### src/rtl/demux_1x2_tdm.sv
// demux_1x2_tdm: two-channel time-division demultiplexer.
// Routes each accepted word to one of two per-channel FIFOs by its select tag
// and flags violations of strict tag alternation with a registered pulse.
// Optional build macro DEMUX_ERRCNT_EN adds a saturating 8-bit violation
// counter on port err_count.
module demux_1x2_tdm #(
    parameter int WIDTH = 8,
    parameter int DEPTH = 4
) (
    input  logic             clk,
    input  logic             rst,
    input  logic [WIDTH-1:0] in_data,
    input  logic             in_sel,
    input  logic             in_valid,
    output logic             in_ready,
    output logic [WIDTH-1:0] out0_data,
    output logic             out0_valid,
    input  logic             out0_ready,
    output logic [WIDTH-1:0] out1_data,
    output logic             out1_valid,
    input  logic             out1_ready,
    output logic             seq_err
`ifdef DEMUX_ERRCNT_EN
    ,
    output logic [7:0]       err_count
`endif
);

    localparam int AW = (DEPTH > 1) ? $clog2(DEPTH) : 1;
    localparam logic [AW:0] FULL_COUNT = (AW + 1)'(DEPTH);

    typedef enum logic [1:0] {
        SYNC = 2'd0,
        EXP0 = 2'd1,
        EXP1 = 2'd2
    } seq_state_t;

    seq_state_t state, state_next;
    logic       err_next;
    logic       accept;
    logic [1:0] full;
    logic [1:0] empty;
    logic [1:0] push;
    logic [1:0] pop;
    logic [1:0] out_ready;
    logic [WIDTH-1:0] head [2];

    assign out_ready = {out1_ready, out0_ready};

    // Input handshake: readiness depends only on the selected FIFO's fill state.
    always_comb begin
        in_ready = !full[in_sel];
        accept   = in_valid && in_ready;
        push     = '0;
        push[0]  = accept && !in_sel;
        push[1]  = accept && in_sel;
        pop      = ~empty & out_ready;
    end

    for (genvar c = 0; c < 2; c++) begin : g_ch
        logic [WIDTH-1:0] mem [DEPTH];
        logic [AW-1:0]    wr_ptr;
        logic [AW-1:0]    rd_ptr;
        logic [AW:0]      count;

        assign full[c]  = (count == FULL_COUNT);
        assign empty[c] = (count == '0);
        assign head[c]  = mem[rd_ptr];

        // Per-channel FIFO storage, pointers (wrap modulo DEPTH) and occupancy.
        always_ff @(posedge clk) begin
            if (rst) begin
                for (int unsigned i = 0; i < DEPTH; i++) begin
                    mem[i] <= '0;
                end
                wr_ptr <= '0;
                rd_ptr <= '0;
                count  <= '0;
            end else begin
                if (push[c]) begin
                    mem[wr_ptr] <= in_data;
                    wr_ptr      <= wr_ptr + 1'b1;
                end
                if (pop[c]) begin
                    rd_ptr <= rd_ptr + 1'b1;
                end
                case ({push[c], pop[c]})
                    2'b10:   count <= count + 1'b1;
                    2'b01:   count <= count - 1'b1;
                    default: count <= count;
                endcase
            end
        end
    end

    assign out0_data  = head[0];
    assign out1_data  = head[1];
    assign out0_valid = !empty[0];
    assign out1_valid = !empty[1];

    // Sequence FSM state register and registered violation pulse.
    always_ff @(posedge clk) begin
        if (rst) begin
            state   <= SYNC;
            seq_err <= 1'b0;
        end else begin
            state   <= state_next;
            seq_err <= err_next;
        end
    end

    // Next-state and violation detection; a mismatch resyncs by staying put.
    always_comb begin
        state_next = state;
        err_next   = 1'b0;
        if (accept) begin
            case (state)
                SYNC:    state_next = in_sel ? EXP0 : EXP1;
                EXP0: begin
                    if (in_sel) err_next   = 1'b1;
                    else        state_next = EXP1;
                end
                EXP1: begin
                    if (!in_sel) err_next   = 1'b1;
                    else         state_next = EXP0;
                end
                default: state_next = SYNC;
            endcase
        end
    end

`ifdef DEMUX_ERRCNT_EN
    // Saturating violation counter, aligned with the seq_err pulse.
    always_ff @(posedge clk) begin
        if (rst) begin
            err_count <= '0;
        end else if (err_next && (err_count != 8'hFF)) begin
            err_count <= err_count + 8'd1;
        end
    end
`endif

endmodule

### config.mk
export PLATFORM = sky130hd
export DESIGN_NAME = demux_1x2_tdm
export DESIGN_NICKNAME = d
export VERILOG_FILES = /design/src/rtl/demux_1x2_tdm.sv
export SDC_FILE = /design/constraint.sdc
export NUM_CORES = 1
export LEC_CHECK = 0
export CAP_MARGIN = 15
export CORE_MARGIN = 1
export CORE_UTILIZATION = 57
export DETAILED_ROUTE_END_ITERATION = 10
export GPL_ROUTABILITY_DRIVEN = 0
export HOLD_SLACK_MARGIN = 0.02
export PLACE_DENSITY = 0.79
export SLEW_MARGIN = 10
export SYNTH_ARGS = -nofsm -noshare
export SYNTH_HDL_FRONTEND = slang
export SYNTH_SLANG_ARGS = --single-unit
### constraint.sdc
create_clock -name clk -period 2.4 [get_ports clk]
set_input_delay 0.48 -clock clk [delete_from_list [all_inputs] [get_ports clk]]
set_output_delay 0.48 -clock clk [all_outputs]
set_load 0.005 [all_outputs]
==> flow_summary.json, run 1 <==
{
  "dp_worst_setup_slack_ns": -0.0992,
  "drc": 6,
  "grt_pass1_wl_um": 11200,
  "grt_overflow": 0,
  "worstMarginPinSlew_ns": 0.565,
  "r2r_slack_ns": 0.18,
  "ios": 34,
  "rsz0062_at_grt": "no",
  "outcome": "finished, violations left",
  "dp_cells": 406,
  "tns_ns": 0,
  "min_period_ns": 2.32,
  "p_leak_nw": 1.78,
  "synth.distinct_cells": 38,
  "area_growth_pct": 22.9,
  "synth_top_cell_by_area": "edfxtp_1",
  "grt.total_usage_pct": 21.3,
  "finalHoldViolCount": 0,
  "core_um2": 6420,
  "synth_compound_area_share_pct": 3.76,
  "slew_headroom_pct": 62.2,
  "p_int_mw": 3.02,
  "port_buffers": 33,
  "clk_path_buf_depth": 2,
  "p_switching_mw": 1.09,
  "async_flop_share_pct": 0,
  "setup_viol": 0,
  "critPathRequiredTime_ns": 1.92,
  "wire_per_inst_um": 16.3,
  "cp-end-kind": "primary output",
  "initial_utilization_pct": 59.6,
  "path_clk_slew_ns": 0.08,
  "vias": 2294,
  "numCtsBuffers": 9,
  "utilization_pct": 73.2,
  "antenna_found_initial": 0,
  "die_x_um": 83.9,
  "ir_worst_vdd_uv": 626,
  "synth_seq_cells": 85,
  "die_area_um2": 7040,
  "hold_path_end": "g_ch[0].count[2]",
  "setup_slack_ns": 0.0848,
  "comb_power_share_pct": 27.8,
  "synth_nets": 289,
  "synth_top_area_share_pct": 50.2,
  "clock_skew_ns": 0.0117,
  "first_global_vias": 2309,
  "p_sw_share_pct": 26.6,
  "die_h_um": 83.9,
  "seq_area_frac_synth_pct": 61.2,
  "fin_crit_sh_pct": 96.5,
  "p_clk_share_pct": 27.2,
  "layout-drive-gt1-share_pct": 22.3,
  "synth_edf_count": 64,
  "synth_xor_area_share_pct": 2.75,
  "routed_wl_um": 6890,
  "whs_ns": 0.528,
  "diodes": 0,
  "synth_top_family_by_area": "simple AND/OR/NAND/NOR gates",
  "insertion_delay_ns": 0.35,
  "ys_warn_count": 0,
  "arrival_ns": 1.84,
  "cts_root_buffer": "clkbuf_8",
  "r2r_cells": 8,
  "antenna_left": 0,
  "synthMuxAreaShare_pct": 9.68,
  "mappedNetlistArea_um2": 3830,
  "whs_path_depth": 2,
  "dp_hpwl_um": 4690,
  "design_area_um2": 4700,
  "criticalPathCategory": "flop to primary output",
  "power_frac_seq_pct": 45.0,
  "numClockSinks": 85,
  "holdCritPathClass": "flop to flop",
  "cts-resized-gates": 0,
  "cp-start-kind": "flop",
  "cp_max_fo": 8,
  "rows": 29,
  "hold_path_startpoint": "g_ch[0].count[2]",
  "synthCells": 271,
  "r2r_end": "g_ch[1].count[2]",
  "maxCapViolCount": 0,
  "synth_flop_cell": "edfxtp_1",
  "via_per_inst": 5.44,
  "place_area_um2": 4470,
  "synthSimpleGateAreaFrac_pct": 18.5,
  "cellPowerDensity_nw_per_um2": 873,
  "rr_startpoint": "g_ch[1].count[2]",
  "syn_avg_cell_area_um2": 14.1,
  "slew_violations": 0,
  "ys_top_cells_by_area": "edfxtp_1 (50%), dfxtp_1 (11%), mux4_2 (9.4%)",
  "fmax_mhz": 432,
  "cts_setup_buffers": 0,
  "synthAdderAreaFrac_pct": 1.70,
  "drt_iter0_drc": 91,
  "cts_hold_buffers": 0,
  "tritoncts": "done",
  "nNetsFinal": 358,
  "power_mw": 4.11,
  "drt-pass1-iter-count": 7,
  "grt_max_degree": 23,
  "instances_no_fill": 422,
  "htree_levels": 3,
  "violations": "DRC"
}
placed cells by master, fill, tap and decap left out, types with 3 or more instances in the layout:
master,count
xor2_1,7
or3_1,5
clkdlybuf4s50_1,32
dfxtp_1,21
edfxtp_1,64
and2_1,56
xnor2_1,5
a21oi_1,6
nor2_1,17
nand2_1,3
and3_1,9
inv_1,10
clkbuf_8,9
o21ai_0,6
buf_4,33
mux4_2,16
nor3b_4,4
power groups by stage:
stage	sequential (mW)	clock [mW]	combinational [mW]
after CTS	1.84	1.13	1.15
after detailed placement	1.88	0	1.14
after floorplan	1.84	0	0.658
after global routing	1.87	1.18	1.25
final	1.85	1.12	1.14
after global placement	1.87	0	1.12
critical path, stage by stage, from the launching register on:
cell	delay (ns)
dfxtp_1	0.34
buf_6	0.17
mux4_2	0.52
clkdlybuf4s50_1	0.46
layer usage:
metal	GRT usage [%]	up-vias	wire [um]	share of wire [%]
li1	-	1125	-	-
met1	27.7	1110	3070	45
met2	35.2	53	3470	50
met3	4.85	6	279	4.1
met4	7.21	0	72	1.0
met5	0	-	0	0
Yosys cell counts (3+ instances only):
cell	count
nor3b_4	4
or3_1	5
edfxtp_1	64
o21ai_0	6
clkbuf_1	4
and3_1	9
a21oi_1	6
xor2_1	7
nor2_1	17
buf_2	3
inv_1	10
dfxtp_1	21
mux4_2	16
and2_1	56
xnor2_1	5
nand2_1	3
layout make-up:
| type | instances | area, um2 |
|---|---|---|
| flip-flops and latches | 85 | 2340 |
| fillers | 415 | 1720 |
| multi-input cells | 164 | 1390 |
| repair buffers | 68 | 603 |
| clock buffers | 10 | 128 |
| well taps | 77 | 96.3 |
| clock inverters | 6 | 93.8 |
| inverters | 12 | 45.0 |
worst max-delay path by stage:
stage                  start           endpoint  slack (ns)  cells after the start
floorplan             in_sel  g_ch[0].mem[0][0]        0.18                      4
global placement    in_valid   g_ch[0].count[2]       -0.01                      9
detailed placement  in_valid   g_ch[0].count[2]        -0.1                      9
CTS                     flop       out1_data[1]        0.04                      3
global route            flop       out1_data[1]        0.01                      3
finish                  flop       out1_data[4]        0.08                      3
sequential cells by signal, indices dropped and copies added, names as in the netlist, named ones only:
signal / flops
state: 2
g_ch.rd_ptr: 4
g_ch.count: 6
g_ch.wr_ptr: 4
g_ch.mem: 64
seq_err: 1
cell families (layout without fill, tap and decap cells):
group                      after synthesis  count (layout)
DFF                                     85              85
and+or+nand+nor                        108             108
AOI/OAI and AO/OA                       23              23
xor gates and xnor gates                12              12
adders and majority gates                4               4
muxes                                   17              17
buffers and inverters                   22              96
No activity file was read; power rests on OpenSTA's default activity.
==> run 2, diff against run 1 <==
ABC_CLOCK_PERIOD_IN_PS = 2400   (was unset)
==> results of run 2 <==
No change in the layout: final DEF, timing and power equal those of run 1.
==> edit (settings of run 1) <==
The option `DEMUX_ERRCNT_EN` is turned on by a define.
--- a/src/rtl/demux_1x2_tdm.sv
+++ b/src/rtl/demux_1x2_tdm.sv
@@ -3,6 +3,8 @@
 // and flags violations of strict tag alternation with a registered pulse.
 // Optional build macro DEMUX_ERRCNT_EN adds a saturating 8-bit violation
 // counter on port err_count.
+`define DEMUX_ERRCNT_EN
+
 module demux_1x2_tdm #(
     parameter int WIDTH = 8,
     parameter int DEPTH = 4
Check against the original RTL (old outputs only; new: err_count): equivalent (Yosys induction, for registers that start in step).
==> edit against run 1 <==
  * The run now ends clean
  * Non-clock buffer count unchanged
  * Synthesized area up 10%
  * Global-route usage up 0.57 points
  * Sequential power up 6%
  * Power up 3.8%
  * Setup slack worse by 18 ps
  * Routed wire length up 14%
  * Cell count up 15%
  * First-iteration DRC count up 73%
  * Sequential cell count up 8
  * Design area up 8.5%
  * Hold slack worse by 41 ps
  * Largest power group unchanged
  * Highest routed layer unchanged
==> edit: results (changes against run 1) <==
INFO  metric grt_start_max_net_pins = 38 (+65%)
INFO  metric netlist_cell_types = 45 (+18%)
INFO  metric ir_drop = 0.728 mV (+16%)
INFO  metric clk_root_buffer_cell = sky130_fd_sc_hd__clkbuf_8
INFO  metric relative_contribution_of_the_clock_network_to_total_power = 26.9% (-0.3 points)
INFO  metric leakage = 0.00186 uW (+4.6%)
INFO  metric detailed_place_hpwl = 5440 um (+16%)
INFO  metric drt_iter0_markers = 157 (+73%)
INFO  metric synth_top_cells_by_count = sky130_fd_sc_hd__and2_1, sky130_fd_sc_hd__edfxtp_1, sky130_fd_sc_hd__dfxtp_1, sky130_fd_sc_hd__nor2_1, sky130_fd_sc_hd__mux4_2
INFO  metric hp-class = reg2reg
INFO  metric crit_path_top_delay_cell = sky130_fd_sc_hd__mux4_2
INFO  metric nets = 405 (+13%)
INFO  metric highest_layer = met4
INFO  metric share_of_cells_above_drive_strength_1 = 18.4% (-3.9 points)
INFO  metric synthFlopType = sky130_fd_sc_hd__edfxtp_1
INFO  metric met3RoutedLength = 258 um (-7.5%)
INFO  metric critical_path_arrival = 1850 ps
INFO  metric yosys-top-cells-area = sky130_fd_sc_hd__edfxtp_1, sky130_fd_sc_hd__dfxtp_1, sky130_fd_sc_hd__and2_1
INFO  metric cts_max_path_buffers = 2 (unchanged)
INFO  metric max_slew.worst_pin.slew = 975 ps (+410 ps)
INFO  metric wl_met2 = 4160 um (+20%)
INFO  metric place.port_buffers = 41 (+24%)
INFO  metric intPower = 3130 uW (+3.9%)
INFO  metric result_of_the_run = finished clean
INFO  metric grt_pass1_vias = 2,539 (+10%)
INFO  metric portion_of_the_post_synthesis_area_used_by_sequential_elements = 59.5% (-1.7 points)
INFO  metric postSynthNetCount = 342 (+18%)
INFO  metric detailedRoute.firstPassIterationCount = 4 (-3)
INFO  metric clock_insertion_delay_worst_skew = 370 ps (+20 ps)
INFO  metric grtUsageTotal = 21.8% (+0.57 points)
INFO  metric pwr-share-comb = 27.0% (-0.8 points)
INFO  metric antenna-diode-count = 0 (unchanged)
INFO  metric dpl_worst_slack = -169 ps (-69.9 ps)
INFO  metric first_pass_grt_wire_length = 12,300 um (+9.6%)
INFO  metric cts.htree.levels = 3 (unchanged)
INFO  metric vias = 2,648 (+15%)
INFO  metric cts_inserted_buffers = 9 (unchanged)
INFO  metric placed_area = 0.00487 sq mm (+8.9%)
INFO  metric finalWirelength = 7860 um (+14%)
INFO  metric antenna_found_initial = 0 (unchanged)
INFO  metric drt-met1-wl = 3330 um (+8.6%)
INFO  metric layout_top_registers = g_ch.mem (64), err_count (8), g_ch.count (6)
INFO  metric clock_skew = 12.8 ps (+1.08 ps)
INFO  metric yosysWarnings = 0 (unchanged)
==> edit: changes by cell type after synthesis, sizes merged, moves of 3 or more <==
cell    delta
dfxtp      +8
a21oi      +6
nor2       +3
nand4      +3
nor2b      +3
clkbuf     +5
and3       -4
nand2      +5
and2       +8
==> edit: area by class of cell <==
type,instances,area (sq um)
Clock buffer,9,124
Clock inverter,7,95.1
Fill cell,473,1840
Inverter,12,45.0
Multi-Input combinational cell,202,1580
Sequential cell,93,2500
Tap cell,96,120
Timing Repair Buffer,68,632
==> edit: worst paths after layout <==
| path | from | to | slack (ps) | cells after the start |
|---|---|---|---|---|
| setup reg to reg | g_ch[0].count[2] | g_ch[0].count[2] | 90 | 9 |
| setup / recovery | flop | out0_data[0] | 70 | 3 |
| hold / removal | state[1] | state[1] | 490 | 2 |
| hold reg to reg | state[1] | state[1] | 490 | 2 |
==> edit: routing by layer <==
layer	vias to the layer above	GRT usage, %
met5	-	0
met4	0	7.60
met3	10	3.49
met2	59	38.7
met1	1290	27.2
li1	1289	-
==> edit: timing repair <==
item                       in CTS  in global routing
pin swaps                       1                  0
gates resized for setup         1                  4
setup endpoints to repair       1                  8
cloned                          0                  0
==> edit: through the flow <==
step / TNS [ps] / std cells / total power [uW]
floorplan: 0 / 323 / 2620
global placement: -910 / 471 / 3110
detailed placement: -1570 / 471 / 3140
CTS: 0 / 487 / 4270
global route: 0 / 487 / 4470
finish: 0 / 487 / 4260
==> edit: kinds of logic after synthesis <==
| kind of cell | synth area share (%) |
|---|---|
| flops | 59.5 |
| mux | 9.10 |
| simple gates | 19.4 |
| xor+xnor | 2.50 |
| compound gates | 4.61 |
| fa+ha+maj | 1.84 |
| buf+inv | 3.09 |
